$ cat src/rtl/noc_local_ni_if.sv
// ==========================================================================
// noc_local_ni_if : host-side and router-side signal bundle for the NI. Rev 1.0
// ==========================================================================
`default_nettype none

interface noc_local_ni_if #(
  parameter int TAM_FLIT = 16
);
  // host inject
  logic                tx_valid;
  logic [TAM_FLIT-1:0] tx_data;
  logic [TAM_FLIT-1:0] tx_dest;
  logic                tx_last;
  logic                tx_ready;
  logic                tx_trunc;
  // router LOCAL port
  logic                router_rx;
  logic [TAM_FLIT-1:0] router_rx_data;
  logic                router_credit;
  logic                router_tx;
  logic [TAM_FLIT-1:0] router_tx_data;
  logic                ni_credit;
  // host eject
  logic                rx_valid;
  logic [TAM_FLIT-1:0] rx_data;
  logic                rx_last;
  logic                rx_ready;

  modport slave (
    input  tx_valid, tx_data, tx_dest, tx_last,
    input  router_credit, router_tx, router_tx_data, rx_ready,
    output tx_ready, tx_trunc, router_rx, router_rx_data, ni_credit,
    output rx_valid, rx_data, rx_last
  );

  modport master (
    output tx_valid, tx_data, tx_dest, tx_last,
    output router_credit, router_tx, router_tx_data, rx_ready,
    input  tx_ready, tx_trunc, router_rx, router_rx_data, ni_credit,
    input  rx_valid, rx_data, rx_last
  );
endinterface

`default_nettype wire

$ cat src/rtl/noc_local_ni.sv
// ==========================================================================
// noc_local_ni : LOCAL-port NI, frames host payload into packets and strips ejected ones. Rev 1.0
// ==========================================================================
`default_nettype none

module noc_local_ni #(
  parameter int                  TAM_FLIT = 16,
  parameter logic [TAM_FLIT-1:0] ADDRESS  = '0,
  parameter int                  TX_DEPTH = 8,
  parameter int                  RX_DEPTH = 8
) (
  input  logic        clk,
  input  logic        rst_n,
  noc_local_ni_if.slave link,
  output logic        misroute,
  output logic [15:0] pkt_sent,
  output logic [15:0] pkt_recv
);
  localparam int TXW = $clog2(TX_DEPTH);
  localparam int TXC = TXW + 1;
  localparam int RXW = $clog2(RX_DEPTH);
  localparam int RXC = RXW + 1;

  typedef enum logic [1:0] {LOAD, HDR, SIZE, PAY} inj_state_t;
  typedef enum logic [1:0] {EHDR, ESIZE, EPAY}    ej_state_t;

  // Holds handshake outputs low until the first clock after reset release.
  logic active;

  inj_state_t          inj_state, inj_next;
  logic [TAM_FLIT-1:0] tx_mem [TX_DEPTH];
  logic [TAM_FLIT-1:0] dest;
  logic [TXC-1:0]      wr_cnt;
  logic [TXC-1:0]      wr_last;
  logic [TXW-1:0]      rd_ptr;
  logic                tx_accept;
  logic                pay_done;

  assign wr_last  = wr_cnt - TXC'(1);
  assign pay_done = (inj_state == PAY) && link.router_credit && (TXC'(rd_ptr) == wr_last);

  always_comb begin
    inj_next            = inj_state;
    tx_accept           = 1'b0;
    link.tx_ready       = 1'b0;
    link.tx_trunc       = 1'b0;
    link.router_rx      = 1'b0;
    link.router_rx_data = '0;
    case (inj_state)
      LOAD: begin
        link.tx_ready = active;
        tx_accept     = active && link.tx_valid;
        if (tx_accept && (link.tx_last || wr_cnt == TXC'(TX_DEPTH - 1))) begin
          inj_next      = HDR;
          link.tx_trunc = !link.tx_last;
        end
      end
      HDR: begin
        link.router_rx      = 1'b1;
        link.router_rx_data = dest;
        if (link.router_credit) inj_next = SIZE;
      end
      SIZE: begin
        link.router_rx      = 1'b1;
        link.router_rx_data = TAM_FLIT'(wr_cnt);
        if (link.router_credit) inj_next = PAY;
      end
      PAY: begin
        link.router_rx      = 1'b1;
        link.router_rx_data = tx_mem[rd_ptr];
        if (pay_done) inj_next = LOAD;
      end
      default: inj_next = LOAD;
    endcase
  end

  always_ff @(posedge clk or negedge rst_n) begin
    if (!rst_n) begin
      active    <= 1'b0;
      inj_state <= LOAD;
      dest      <= '0;
      wr_cnt    <= '0;
      rd_ptr    <= '0;
      pkt_sent  <= '0;
    end else begin
      active    <= 1'b1;
      inj_state <= inj_next;
      if (tx_accept) begin
        if (wr_cnt == '0) dest <= link.tx_dest;
        wr_cnt <= wr_cnt + TXC'(1);
      end
      if (inj_state == PAY && link.router_credit) begin
        if (pay_done) begin
          rd_ptr   <= '0;
          wr_cnt   <= '0;
          pkt_sent <= pkt_sent + 16'd1;
        end else begin
          rd_ptr <= rd_ptr + TXW'(1);
        end
      end
    end
  end

  always_ff @(posedge clk) begin
    if (tx_accept) tx_mem[wr_cnt[TXW-1:0]] <= link.tx_data;
  end

  ej_state_t           ej_state, ej_next;
  logic [TAM_FLIT-1:0] remaining;
  logic [TAM_FLIT:0]   rx_mem [RX_DEPTH];
  logic [RXW-1:0]      wptr, rptr;
  logic [RXC-1:0]      count;
  logic                ej_accept, push, pop, push_last;

  assign ej_accept     = link.router_tx && link.ni_credit;
  assign push_last     = (remaining == TAM_FLIT'(1));
  assign link.rx_valid = (count != '0);
  assign pop           = link.rx_valid && link.rx_ready;
  assign link.rx_data  = link.rx_valid ? rx_mem[rptr][TAM_FLIT-1:0] : '0;
  assign link.rx_last  = link.rx_valid && rx_mem[rptr][TAM_FLIT];

  always_comb begin
    ej_next        = ej_state;
    push           = 1'b0;
    link.ni_credit = 1'b0;
    case (ej_state)
      EHDR: begin
        link.ni_credit = active;
        if (ej_accept) ej_next = ESIZE;
      end
      ESIZE: begin
        link.ni_credit = active;
        if (ej_accept) ej_next = (link.router_tx_data == '0) ? EHDR : EPAY;
      end
      EPAY: begin
        // Credit comes from the registered count only, so host ready never reaches the router.
        link.ni_credit = active && (count != RXC'(RX_DEPTH));
        push           = ej_accept;
        if (ej_accept && push_last) ej_next = EHDR;
      end
      default: ej_next = EHDR;
    endcase
  end

  always_ff @(posedge clk or negedge rst_n) begin
    if (!rst_n) begin
      ej_state  <= EHDR;
      remaining <= '0;
      misroute  <= 1'b0;
      pkt_recv  <= '0;
      wptr      <= '0;
      rptr      <= '0;
      count     <= '0;
    end else begin
      ej_state <= ej_next;
      if (ej_state == EHDR && ej_accept && link.router_tx_data != ADDRESS) misroute <= 1'b1;
      if (ej_state == ESIZE && ej_accept) begin
        remaining <= link.router_tx_data;
        if (link.router_tx_data == '0) pkt_recv <= pkt_recv + 16'd1;
      end
      if (push) begin
        remaining <= remaining - TAM_FLIT'(1);
        wptr      <= wptr + RXW'(1);
        if (push_last) pkt_recv <= pkt_recv + 16'd1;
      end
      if (pop) rptr <= rptr + RXW'(1);
      case ({push, pop})
        2'b10:   count <= count + RXC'(1);
        2'b01:   count <= count - RXC'(1);
        default: count <= count;
      endcase
    end
  end

  always_ff @(posedge clk) begin
    if (push) rx_mem[wptr] <= {push_last, link.router_tx_data};
  end
endmodule

`default_nettype wire

$ cat src/flat_wrapper.sv
// flat-port wrapper written by rule: the top's interface ports become plain ports
module noc_local_ni_flat 
#(
  parameter int                  TAM_FLIT = 16,
  parameter logic [TAM_FLIT-1:0] ADDRESS  = '0,
  parameter int                  TX_DEPTH = 8,
  parameter int                  RX_DEPTH = 8
)
  (clk, rst_n, misroute, pkt_sent, pkt_recv, link_tx_valid, link_tx_data, link_tx_dest, link_tx_last, link_router_credit, link_router_tx, link_router_tx_data, link_rx_ready, link_tx_ready, link_tx_trunc, link_router_rx, link_router_rx_data, link_ni_credit, link_rx_valid, link_rx_data, link_rx_last);
  noc_local_ni_if #(.TAM_FLIT(TAM_FLIT)) link_i ();
  input  logic clk;
  input  logic rst_n;
  output logic misroute;
  output logic [15:0] pkt_sent;
  output logic [15:0] pkt_recv;
  input wire logic [$bits(link_i.tx_valid)-1:0] link_tx_valid;
  input wire logic [$bits(link_i.tx_data)-1:0] link_tx_data;
  input wire logic [$bits(link_i.tx_dest)-1:0] link_tx_dest;
  input wire logic [$bits(link_i.tx_last)-1:0] link_tx_last;
  input wire logic [$bits(link_i.router_credit)-1:0] link_router_credit;
  input wire logic [$bits(link_i.router_tx)-1:0] link_router_tx;
  input wire logic [$bits(link_i.router_tx_data)-1:0] link_router_tx_data;
  input wire logic [$bits(link_i.rx_ready)-1:0] link_rx_ready;
  output wire logic [$bits(link_i.tx_ready)-1:0] link_tx_ready;
  output wire logic [$bits(link_i.tx_trunc)-1:0] link_tx_trunc;
  output wire logic [$bits(link_i.router_rx)-1:0] link_router_rx;
  output wire logic [$bits(link_i.router_rx_data)-1:0] link_router_rx_data;
  output wire logic [$bits(link_i.ni_credit)-1:0] link_ni_credit;
  output wire logic [$bits(link_i.rx_valid)-1:0] link_rx_valid;
  output wire logic [$bits(link_i.rx_data)-1:0] link_rx_data;
  output wire logic [$bits(link_i.rx_last)-1:0] link_rx_last;
  assign link_i.tx_valid = link_tx_valid;
  assign link_i.tx_data = link_tx_data;
  assign link_i.tx_dest = link_tx_dest;
  assign link_i.tx_last = link_tx_last;
  assign link_i.router_credit = link_router_credit;
  assign link_i.router_tx = link_router_tx;
  assign link_i.router_tx_data = link_router_tx_data;
  assign link_i.rx_ready = link_rx_ready;
  assign link_tx_ready = link_i.tx_ready;
  assign link_tx_trunc = link_i.tx_trunc;
  assign link_router_rx = link_i.router_rx;
  assign link_router_rx_data = link_i.router_rx_data;
  assign link_ni_credit = link_i.ni_credit;
  assign link_rx_valid = link_i.rx_valid;
  assign link_rx_data = link_i.rx_data;
  assign link_rx_last = link_i.rx_last;
  noc_local_ni #(.TAM_FLIT(TAM_FLIT), .ADDRESS(ADDRESS), .TX_DEPTH(TX_DEPTH), .RX_DEPTH(RX_DEPTH)) u_core (.clk(clk), .rst_n(rst_n), .link(link_i), .misroute(misroute), .pkt_sent(pkt_sent), .pkt_recv(pkt_recv));
endmodule
$ cat config.mk
export PLATFORM = sky130hd
export DESIGN_NAME = noc_local_ni_flat
export DESIGN_NICKNAME = d
export VERILOG_FILES = /design/src/rtl/noc_local_ni_if.sv /design/src/rtl/noc_local_ni.sv /design/src/flat_wrapper.sv
export SDC_FILE = /design/constraint.sdc
export NUM_CORES = 1
export LEC_CHECK = 0
export CORE_ASPECT_RATIO = 0.5
export CORE_MARGIN = 4
export CORE_UTILIZATION = 30
export CTS_CLUSTER_DIAMETER = 30
export CTS_CLUSTER_SIZE = 30
export DETAILED_ROUTE_END_ITERATION = 8
export PLACE_DENSITY = 0.58
export SLEW_MARGIN = 20
export SYNTH_ARGS = -nofsm -noshare
export SYNTH_HDL_FRONTEND = slang
export SYNTH_SLANG_ARGS = --single-unit
$ cat constraint.sdc
create_clock -name clk -period 6.9 [get_ports clk]
set_input_delay 1.38 -clock clk [delete_from_list [all_inputs] [get_ports clk]]
set_output_delay 1.38 -clock clk [all_outputs]
set_load 0.02 [all_outputs]
==> flow_summary.ini <==
[sta]
final.setup.tns_ns = 0
setup_violations = 0
fin_crit_ns = 5.07
worst_pin_slew_ns = 1.08
setup_slack_ns = 1.83
hold_viol = 0
finalMaxSlewViolations = 0
fmax_ghz = 0.197
grt_setup_unrepaired = no
min_period_over_period = 0.734
finalClockSkew_ns = 0.0175
slew_headroom = 0.278

[clock_network]
htreeDepth = 2
ctsResizeCount = 0
postCtsSetupBuffers = 0
cts_buffer_depth = 3
cts_hold_buf = 0
tritoncts = built
clk_pin_slew_ns = 0.05
clock_latency_ns = 0.57
cts_root_buf = clkbuf_16
clock-sinks = 351
cts_made_buffers = 55

[pwr]
peakVddDrop_uv = 237
power_leakage_nw = 6.55
p_per_area_mw_per_mm2 = 414

[synth]
synth_cell_types = 50
yosysSeqAreaShare = 0.691
ys_seq_elements = 351
synth_area_mm2 = 0.0146
synth.area.top_cells = edfxtp_1 (54%), dfrtp_1 (15%), mux4_2 (5.9%)
syn-mean-instance-area_um2 = 15.4
syn_nets = 1019
synth_area_leader_cell = edfxtp_1
synthFlopType = edfxtp_1
ys_async_sr_fraction = 0.248
synth_edf_count = 264
yosysWarningCount = 0
synth.top_cell.area_share = 0.542
syn_inst = 946

[final_layout]
fillers = 4404
drive_gt1_frac = 0.178
syn_to_final_growth_pct = 28.3
num_antenna_cells = 0
num-nets-final = 1174

[floorplan]
dieArea_mm2 = 0.0525
io_pins = 126
core-area_mm2 = 0.0475
die_y_um = 164
fp.dieW_um = 320
start_util = 0.308
rows = 56

[critical_path]
path_max_fanout = 49
critPathKind = reg2out
crit_required_ns = 5.52
worstSetupStartpointType = register
rrSetupSlack_ns = 3.42
cp.arrival_ns = 3.69
cp-end-kind = primary output

[place]
portBuffers = 125
hpwl_um = 21200
pre_cts_ws_ns = 2.38
gp_congestion = 0.785

[grt]
first_global_vias = 9112
grt_util_all_layers = 0.129
overflow = 0
grt_antenna_before_repair = 0
grt_pass1_wl_um = 52800
grt_max_degree = 65

[detailed_routing]
vias = 8536
drt_wl_total_um = 34100
wl_per_cell_um = 19.1
drtAntennaViolNets = 0
viasPerCell = 4.78
first_iter_violations = 444
drc = 0
first_pass_iters = 4

[hold_path]
hp-class = reg2reg

[flow_run]
max_cap_viol_count = 0

[run_status]
status = completed
==> per-stage QoR <==
stage          hold slack [ns]  std cells  total power (W)   util  cell area, um2
3_5_place_dp             0.468       1680          0.00492  0.352           16700
6_report                 0.477       1786          0.00777  0.395           18700
2_1_floorplan            0.434        946          0.00410      -           14600
5_1_grt                  0.492       1786          0.00816  0.395           18700
4_1_cts                  0.476       1784          0.00787  0.394           18700
3_3_place_gp             0.449       1679          0.00488  0.352           16700
==> routing by layer <==
metal | GRT usage | part of all wire | up-vias
met1 | 0.157 | 0.42 | 4332
met4 | 0.0357 | 0.021 | 0
li1 | - | - | 3951
met5 | 0 | 0 | -
met3 | 0.0252 | 0.043 | 58
met2 | 0.235 | 0.51 | 195
==> synth_stat cells (all sizes together) (18+ instances only) <==
library cell and instances:
edfxtp 264, mux4 38, a21oi 37, clkbuf 31
xnor2 30, ha 18, nand3 23, nor2 75
dfrtp 87, nor2b 25, a211oi 26, nand2 55
xor2 18, mux2i 48, mux2 26
==> final timing paths <==
| kind | startpoint | end | cells after the start |
|---|---|---|---|
| hold reg to reg | u_core.rptr[2]$_DFFE_PN0P_ | u_core.rptr[2]$_DFFE_PN0P_ | 1 |
| setup / recovery | u_core.rd_ptr[2]$_DFFE_PN0P_ | link_router_rx_data[3] | 6 |
| min in group asynchronous | rst_n | u_core.dest[7]$_DFFE_PN0P_ | 1 |
| hold / removal | u_core.rptr[2]$_DFFE_PN0P_ | u_core.rptr[2]$_DFFE_PN0P_ | 1 |
| setup reg to reg | u_core.inj_state[0]$_DFFE_PN0P_ | u_core.tx_mem[0][5]$_DFFE_PP_ | 5 |
| max in group asynchronous | rst_n | u_core.rptr[1]$_DFFE_PN0P_ | 2 |
==> worst max-delay path: stages, from the launching register on <==
cell	delay, ns
dfrtp_2	0.93
buf_4	0.63
mux4_2	0.39
nand2b_1	0.16
a222oi_1	0.29
nor2_1	0.07
clkdlybuf4s50_1	0.58
==> sequential cells by signal, summed over array words and instances (netlist names) <==
| register | count |
|---|---|
| u_core.active | 1 |
| u_core.inj_state | 2 |
| u_core.count | 4 |
| u_core.misroute | 1 |
| u_core.pkt_recv | 16 |
| u_core.wptr | 3 |
| u_core.rd_ptr | 3 |
| u_core.dest | 16 |
| u_core.wr_cnt | 4 |
| u_core.remaining | 16 |
| u_core.pkt_sent | 16 |
| u_core.tx_mem | 128 |
| u_core.ej_state | 2 |
| u_core.rptr | 3 |
| u_core.rx_mem | 136 |
==> layout make-up <==
type | instances | area [um2] | area share
inverter | 12 | 45.0 | 0.00240
sequential | 351 | 10100 | 0.539
clock buffer | 60 | 1420 | 0.0755
timing repair buffer | 144 | 1430 | 0.0761
clock inverter | 44 | 562 | 0.0300
tap | 638 | 798 | 0.0426
multi-input combinational | 537 | 4390 | 0.234
==> cells in the final DEF, fill, tap and decap left out, types with 4 or more instances in the layout <==
cell type / count
a21oi_1: 37
clkbuf_16: 56
clkbuf_1: 4
nand3_1: 23
o21ai_0: 9
nand2_1: 55
nor3_1: 8
inv_1: 11
o211ai_1: 6
mux2_2: 26
nor3_4: 6
a211oi_1: 26
edfxtp_1: 264
nor2_1: 73
nand2b_1: 9
nor2b_1: 25
dfrtp_1: 84
xnor2_1: 30
clkdlybuf4s50_1: 124
and2_1: 4
clkinvlp_4: 9
ha_1: 18
a32oi_1: 12
a222oi_1: 4
nor4_1: 11
bufinv_16: 10
xor2_1: 18
nand4_1: 11
buf_4: 17
mux2i_1: 48
clkinv_2: 8
inv_6: 8
mux4_2: 38
==> cells by family (layout without fill, tap and decap cells) <==
kind of cell | Yosys count | in the layout | share of synthesized area
other cells | 1 | 1 | 0.000257
flops | 351 | 351 | 0.691
buf+inv | 58 | 260 | 0.0156
fa+ha+maj | 18 | 18 | 0.0154
mux | 112 | 112 | 0.111
xor+xnor | 48 | 48 | 0.0288
compound gates | 110 | 110 | 0.0509
simple gates | 248 | 248 | 0.0861
==> report_power, final <==
part | total (W) | internal (W) | leakage (nW) | switching, W
clock | 0.00291 | 0.00188 | 0.946 | 0.00103
sequential | 0.00280 | 0.00247 | 3.49 | 0.000330
combinational | 0.00206 | 0.000974 | 2.12 | 0.00108
total | 0.00777 | 0.00533 | 6.55 | 0.00244
Note: power is estimated with default switching activity, not from simulation.
